[config.mk]
export PLATFORM = sky130hd
export DESIGN_NAME = axi3_burst_addr_gen
export DESIGN_NICKNAME = d
export VERILOG_FILES = /design/src/rtl/axi3_burst_addr_gen.sv
export SDC_FILE = /design/constraint.sdc
export NUM_CORES = 1
export LEC_CHECK = 0
export CORE_UTILIZATION = 57
export CTS_CLUSTER_SIZE = 28
export DETAILED_ROUTE_END_ITERATION = 8
export PLACE_DENSITY = 0.94
export RECOVER_POWER = 25
export SLEW_MARGIN = 20
export SYNTH_ARGS = -nofsm -noshare
export SYNTH_HDL_FRONTEND = slang
export SYNTH_SLANG_ARGS = --single-unit
[constraint.sdc]
create_clock -name clk -period 3.8 [get_ports clk]
set_clock_uncertainty 0.2 [all_clocks]
set_input_delay 0.95 -clock clk [delete_from_list [all_inputs] [get_ports clk]]
set_output_delay 0.95 -clock clk [all_outputs]
set_load 0.02 [all_outputs]
[src/rtl/axi3_burst_addr_gen.sv]
// AXI3 burst address generator.
// Accepts one AR/AW-style burst command and expands it into len+1 per-beat
// addresses (FIXED / INCR / WRAP), flagging illegal commands with beat_err.
// A new command may be accepted on the cycle the last beat transfers, so
// consecutive bursts run without an idle cycle.
module axi3_burst_addr_gen #(
  parameter int ADDR_WIDTH      = 32,
  parameter int ID_WIDTH        = 4,
  parameter int DATA_BYTES_LOG2 = 3
) (
  input  logic                  clk,
  input  logic                  rst,
  // Command channel
  input  logic                  cmd_valid,
  output logic                  cmd_ready,
  input  logic [ID_WIDTH-1:0]   cmd_id,
  input  logic [ADDR_WIDTH-1:0] cmd_addr,
  input  logic [3:0]            cmd_len,
  input  logic [2:0]            cmd_size,
  input  logic [1:0]            cmd_burst,
  // Per-beat address channel
  output logic                  beat_valid,
  input  logic                  beat_ready,
  output logic [ADDR_WIDTH-1:0] beat_addr,
  output logic [ID_WIDTH-1:0]   beat_id,
  output logic [3:0]            beat_idx,
  output logic                  beat_last,
  output logic                  beat_err
);

  localparam logic [0:0] S_IDLE  = 1'b0;
  localparam logic [0:0] S_BURST = 1'b1;

  localparam logic [1:0] BURST_INCR = 2'b01;
  localparam logic [1:0] BURST_WRAP = 2'b10;
  localparam logic [1:0] BURST_RSVD = 2'b11;

  localparam logic [2:0]            MAX_SIZE = 3'(DATA_BYTES_LOG2);
  localparam logic [ADDR_WIDTH-1:0] ONE      = ADDR_WIDTH'(1);

  logic [0:0]            r_state;
  logic [ADDR_WIDTH-1:0] r_addr;
  logic [ID_WIDTH-1:0]   r_id;
  logic [3:0]            r_len;
  logic [2:0]            r_size;
  logic [1:0]            r_burst;
  logic [3:0]            r_idx;
  logic                  r_err;

  logic                  w_xfer;
  logic                  w_accept;
  logic [ADDR_WIDTH-1:0] w_cmd_bytes;
  logic [ADDR_WIDTH-1:0] w_cmd_aligned;
  logic [ADDR_WIDTH-1:0] w_cmd_last_addr;
  logic                  w_wrap_len_ok;
  logic                  w_cmd_err;
  logic [ADDR_WIDTH-1:0] w_beat_bytes;
  logic [ADDR_WIDTH-1:0] w_wrap_mask;
  logic [ADDR_WIDTH-1:0] w_next_addr;

  // Handshakes; cmd_ready looks through to beat_ready so the next command
  // can be taken on the same edge that retires the last beat.
  assign beat_valid = (r_state == S_BURST);
  assign beat_last  = beat_valid && (r_idx == r_len);
  assign w_xfer     = beat_valid && beat_ready;
  assign cmd_ready  = (r_state == S_IDLE) || (w_xfer && beat_last);
  assign w_accept   = cmd_valid && cmd_ready;

  assign beat_addr = r_addr;
  assign beat_id   = r_id;
  assign beat_idx  = r_idx;
  assign beat_err  = r_err;

  // Legality of the incoming command, evaluated once at acceptance.
  // The 4 KB check uses the aligned start plus len beats, i.e. the address
  // of the final INCR beat.
  assign w_cmd_bytes     = ONE << cmd_size;
  assign w_cmd_aligned   = cmd_addr & ~(w_cmd_bytes - ONE);
  assign w_cmd_last_addr = w_cmd_aligned + (ADDR_WIDTH'(cmd_len) << cmd_size);
  assign w_wrap_len_ok   = (cmd_len == 4'd1) || (cmd_len == 4'd3) ||
                           (cmd_len == 4'd7) || (cmd_len == 4'd15);
  assign w_cmd_err = (cmd_burst == BURST_RSVD) ||
                     (cmd_size > MAX_SIZE) ||
                     ((cmd_burst == BURST_WRAP) && !w_wrap_len_ok) ||
                     ((cmd_burst == BURST_WRAP) && ((cmd_addr & (w_cmd_bytes - ONE)) != '0)) ||
                     ((cmd_burst == BURST_INCR) &&
                      (w_cmd_last_addr[ADDR_WIDTH-1:12] != cmd_addr[ADDR_WIDTH-1:12]));

  // Wrap window is (len+1) beats; since the current address always lies
  // inside it, the boundary can be recovered from the current address.
  assign w_beat_bytes = ONE << r_size;
  assign w_wrap_mask  = ((ADDR_WIDTH'(r_len) + ONE) << r_size) - ONE;

  // Address of the following beat; FIXED and reserved bursts repeat.
  always_comb begin
    // NOTE: default assignment first so every path drives the signal and no latch is inferred.
    w_next_addr = r_addr;
    case (r_burst)
      BURST_INCR: w_next_addr = (r_addr & ~(w_beat_bytes - ONE)) + w_beat_bytes;
      BURST_WRAP: w_next_addr = (r_addr & ~w_wrap_mask) |
                                ((r_addr + w_beat_bytes) & w_wrap_mask);
      default:    w_next_addr = r_addr;
    endcase
  end

  // Burst state: load on acceptance, advance on each non-final transfer,
  // fall back to IDLE after the final transfer unless a new command loads.
  always_ff @(posedge clk or posedge rst) begin
    // NOTE: non-blocking assignments so every register samples pre-edge values.
    if (rst) begin
      r_state <= S_IDLE;
      r_addr  <= '0;
      r_id    <= '0;
      r_len   <= '0;
      r_size  <= '0;
      r_burst <= '0;
      r_idx   <= '0;
      r_err   <= 1'b0;
    end else if (w_accept) begin
      r_state <= S_BURST;
      r_addr  <= cmd_addr;
      r_id    <= cmd_id;
      r_len   <= cmd_len;
      r_size  <= cmd_size;
      r_burst <= cmd_burst;
      r_idx   <= '0;
      r_err   <= w_cmd_err;
    end else if (w_xfer) begin
      if (beat_last) begin
        r_state <= S_IDLE;
      end else begin
        r_addr <= w_next_addr;
        r_idx  <= r_idx + 4'd1;
      end
    end
  end

endmodule

# == After elaboration in Yosys (flattened, before gate mapping) ==
# Cells that the tools add are included.
# W data, S select, Z words.
# classes
n_mux,10
shifts,4
reduce_logical,23
n_mul,0
add_sub_neg,8
bitwise,10
n_eq_ne,12
n_lt_le_gt_ge,1
n_div,0
# ops
operator,n
$and A32 B32 Y32,5
$add A32 B32 Y32,3
$mux W32,3
$not A32 Y32,3
$sub A32 B1 Y32 const B,3
$pmux W32 S2,1
$shl A1 B3 Y32 const A,2
$or A32 B32 Y32,1
$reduce_bool A32 Y1,1
$shl A4 B3 Y32,1
$shl A5 B3 Y32,1
$ne A20 B20 Y1,1
$mux W4,3
$logic_or A1 B1 Y1,8
$logic_and A1 B1 Y1,7
$eq A2 B2 Y1 const B,3
$add A4 B1 Y5 const B,1
$add A4 B1 Y4 const B,1
$eq A2 B1 Y1 const B,2
$eq A4 B1 Y1 const B,1
$eq A4 B2 Y1 const B,1
$eq A4 B3 Y1 const B,1
$eq A4 B4 Y1,1
$eq A4 B4 Y1 const B,1
9 further kinds,13
# word_totals
latchBits,0
n_memories,0
in_bits,49
wordCells,76
output_inout_bits,44
rom_bits,0
mem_bits_rw,0
regBits,51

# == Depth between registers and ports, before layout ==
# depth
ltp_word,10
depth_mapped,19

# == Worst setup path before layout ==
# No wires, ideal clock.
# synth_timing
kind,input to register
start,input port cmd_size[2]
end,"register r_err, in the netlist beat_err"
required_ns,3.523
setup_slack_ns,-0.658
arrival_time_ns,4.180
stages,17
n_path_buf,4
path_cell_list,clkbuf_1 -> inv_1 -> clkbuf_1 -> nand3_1 -> ha_1 -> clkbuf_1 -> or3b_2 -> clkbuf_1 -> and2_1 -> ha_1 -> a21o_1 -> a21o_1 -> a21oi_1 -> nand3_1 -> mux2_2 -> a41o_1 -> a21oi_1
# synth_via
elab_chain_cells,8
elab_cells_between_ends,16
cone_classes,add/sub: 2; order compare: 1; eq/ne: 1; shift: 2; bitwise: 3; reduce/logical: 7
# synth_lines
element,line_no,source
start: declaration,19,"input logic [2:0] cmd_size,"
$shl A1 B3 Y32,77,assign w_cmd_bytes = ONE << cmd_size;
$sub A32 B1 Y32,"78, 85",
$not A32 Y32,78,assign w_cmd_aligned = cmd_addr & ~(w_cmd_bytes - ONE);
$and A32 B32 Y32,78,
$add A32 B32 Y32,79,assign w_cmd_last_addr = w_cmd_aligned + (ADDR_WIDTH'(cmd_len) << cmd_size);
$ne A20 B20 Y1,87,(w_cmd_last_addr[ADDR_WIDTH-1:12] != cmd_addr[ADDR_WIDTH-1:12]));
$logic_and A1 B1 Y1,86,((cmd_burst == BURST_INCR) &&
$logic_or A1 B1 Y1 (*),85,((cmd_burst == BURST_WRAP) && ((cmd_addr & (w_cmd_bytes - ONE)) != '0)) ||
end signal: assignment,127,r_err <= w_cmd_err;
end: declaration,48,logic r_err;
# Mark *: on every way between the ends. The rest lies on a longest branch, timed or not.
# A chain may end at the register's enable or synchronous reset.

==> results.ini <==
[status]
status=completed

[drt]
avgViaCountPerCell=7.12
vias=8126
drtIter0Drc=1305
firstDrtPassIters=8
drc_errors=0
wl_per_cell_um=20.6
wl_mm=23.5
ant_nets=0

[worst_hold_path]
min_delay_path_depth=2
hold_class=reg -> reg

[power]
power_density_mw_per_mm2=780
leakagePower_nw=3.33
total_power_mw=6.44
peakVddDrop_mv=0.491

[sta]
fin_hold_ws_ps=282
maxSlewHeadroom=0.104
setup_viol=0
fmax_ghz=0.269
fin_crit_sh=0.979
slew_violations=0
tightestPinTransition_ps=1340
finalSetupTns_ps=0
period_needed_ps=3720
hold_viol_final=0

[global_routing]
grt_overflow_total=0
grt_usage=0.385
grt_pass1_wl_mm=36.3
grt_pass1_vias=7346
grt_max_degree=38
grt_antenna_before_repair=1

[synth]
async_reset_ff_frac=1.00
netlist_area_sq_mm=0.00663
ys_warn_count=0
syn_nets=979
ys_seq_area_frac=0.192
synth_seq_cells=51
yosys.cell_types.count=101
synth.avg_cell_area_sq_um=7.38
synthCells=899
synth_edf_count=0
synth_ff_type=dfrtp_1

[finish]
layout.nets=1077
multi_input_area_sq_mm=0.00506
final_common_cell=nand2_1
antenna_cells=0
regArea_sq_mm=0.00128
area_growth_pct=24.5
fillCellCount=805
mostFrequentLayoutCells=nand2_1 (105), nor2_1 (93), clkdlybuf4s50_1 (88), buf_4 (60), o21ai_0 (52)
drive_above_1_share=0.133

[floorplanning]
die_w_um=110
core_sq_mm=0.0114
rows=39
die_y_um=110
io_pins=93
initial_core_util=0.583
dieArea_sq_mm=0.0121

[worst_setup_path]
critPathMaxFanout=12
ff2ff_path_depth=13
critPathLaunchType=flip-flop
crit_type=reg -> reg
required_ps=3800
critPathCaptureType=flip-flop
cp.arrival_ps=3710
r2r_setup_slack_ps=80

[clock_tree]
insertion_delay_ps=300
cts_buffers=5
h-tree-depth=2
cts-root-buf=clkbuf_16
cts_tree=built
path_clk_slew_ps=70
cts_sinks=51
hold_buffers=0
cts_buffer_depth=2

[job]
max-cap-violations=0

[placed_design]
port_buffers=92
place_hpwl_mm=16.4
place_congestion=1.03

==> critical path: stages, from the launching register on <==
cell	delay, ps
dfrtp_1	450
clkinv_4	70
buf_4	180
nand3_2	150
ha_1	250
buf_4	180
nor2b_1	140
nand3_1	200
a2111oi_4	540
o211ai_1	320
a21oi_1	360
nand2_1	120
xor2_1	160
a221oi_1	290
==> through the flow <==
step,area [sq um],std cells,util,setup slack [ps]
after floorplan,6710,899,-,2.18
after global placement,7980,1129,0.701,-385
after detailed placement,7980,1129,0.701,-511
after CTS,8190,1138,0.720,0.613
after global routing,8260,1141,0.727,-93.3
final,8260,1141,0.727,80.7
==> repair_timing <==
item | CTS | global route
endpoints found under the setup margin | 1 | 16
pin swaps | 7 | 15
buffers inserted | 1 | 3
resized for setup | 10 | 15
==> layout make-up <==
| class | instances | area share |
|---|---|---|
| Timing Repair Buffer | 157 | 0.175 |
| Inverter | 31 | 0.0150 |
| Tap cell | 143 | 0.0217 |
| Sequential cell | 51 | 0.154 |
| Clock inverter | 2 | 0.00424 |
| Clock buffer | 6 | 0.0168 |
| Multi-Input combinational cell | 751 | 0.613 |
==> final timing paths <==
check / start / to
hold / removal: beat_id[3]$_DFFE_PP0P_ / beat_id[3]$_DFFE_PP0P_
setup / recovery: r_size[2]$_DFFE_PP0P_ / flip-flop
setup reg to reg: r_size[2]$_DFFE_PP0P_ / flip-flop
min in group asynchronous: rst / r_len[0]$_DFFE_PP0P_
max in group asynchronous: rst / async pin
hold reg to reg: beat_id[3]$_DFFE_PP0P_ / beat_id[3]$_DFFE_PP0P_
==> Yosys cell counts (6+ instances only) <==
| cell | number | share of area |
|---|---|---|
| nand2_1 | 105 | 0.059 |
| nor2_1 | 93 | 0.053 |
| o21ai_0 | 54 | 0.041 |
| dfrtp_1 | 51 | 0.19 |
| a21oi_1 | 45 | 0.034 |
| clkbuf_1 | 38 | 0.022 |
| nor3_1 | 38 | 0.029 |
| xnor2_1 | 37 | 0.049 |
| ha_1 | 30 | 0.057 |
| inv_1 | 26 | 0.015 |
| nand3_1 | 26 | 0.020 |
| xor2_1 | 20 | 0.026 |
| buf_2 | 18 | 0.014 |
| o31ai_1 | 17 | 0.019 |
| and2_1 | 15 | 0.014 |
| mux2i_1 | 13 | 0.020 |
| nor2b_1 | 13 | 0.012 |
| a211oi_1 | 12 | 0.014 |
| nand4_1 | 12 | 0.011 |
| o22ai_1 | 12 | 0.011 |
| a31oi_1 | 11 | 0.010 |
| a21o_1 | 10 | 0.011 |
| and3_1 | 8 | 0.0075 |
| o41ai_1 | 8 | 0.011 |
| a22o_1 | 7 | 0.0092 |
| nand2b_1 | 7 | 0.0066 |
| o211ai_1 | 7 | 0.0079 |
| o2bb2ai_1 | 7 | 0.0092 |
| a22oi_1 | 6 | 0.0068 |
| nor4_1 | 6 | 0.0057 |
==> routing by layer <==
| layer | up-vias | part of all wire | GRT usage |
|---|---|---|---|
| met3 | 188 | 0.14 | 0.0943 |
| met2 | 735 | 0.44 | 0.594 |
| li1 | 3529 | - | - |
| met1 | 3674 | 0.37 | 0.497 |
| met4 | 0 | 0.059 | 0.199 |
| met5 | - | 0 | 0 |
==> power by group <==
group | internal [mW] | leakage (nW) | switching (mW)
Combinational | 1.92 | 2.60 | 2.80
Sequential | 0.760 | 0.643 | 0.399
Clock | 0.329 | 0.0868 | 0.238
==> cells by family after synthesis <==
family          count (synthesis)  synth area share
xor+xnor                       57            0.0753
simple gates                  363             0.270
flops                          51             0.192
fa+ha+maj                      31            0.0596
compound gates                283             0.309
buf+inv                        97            0.0662
mux                            17            0.0270
(Power assumes the default switching activity.)
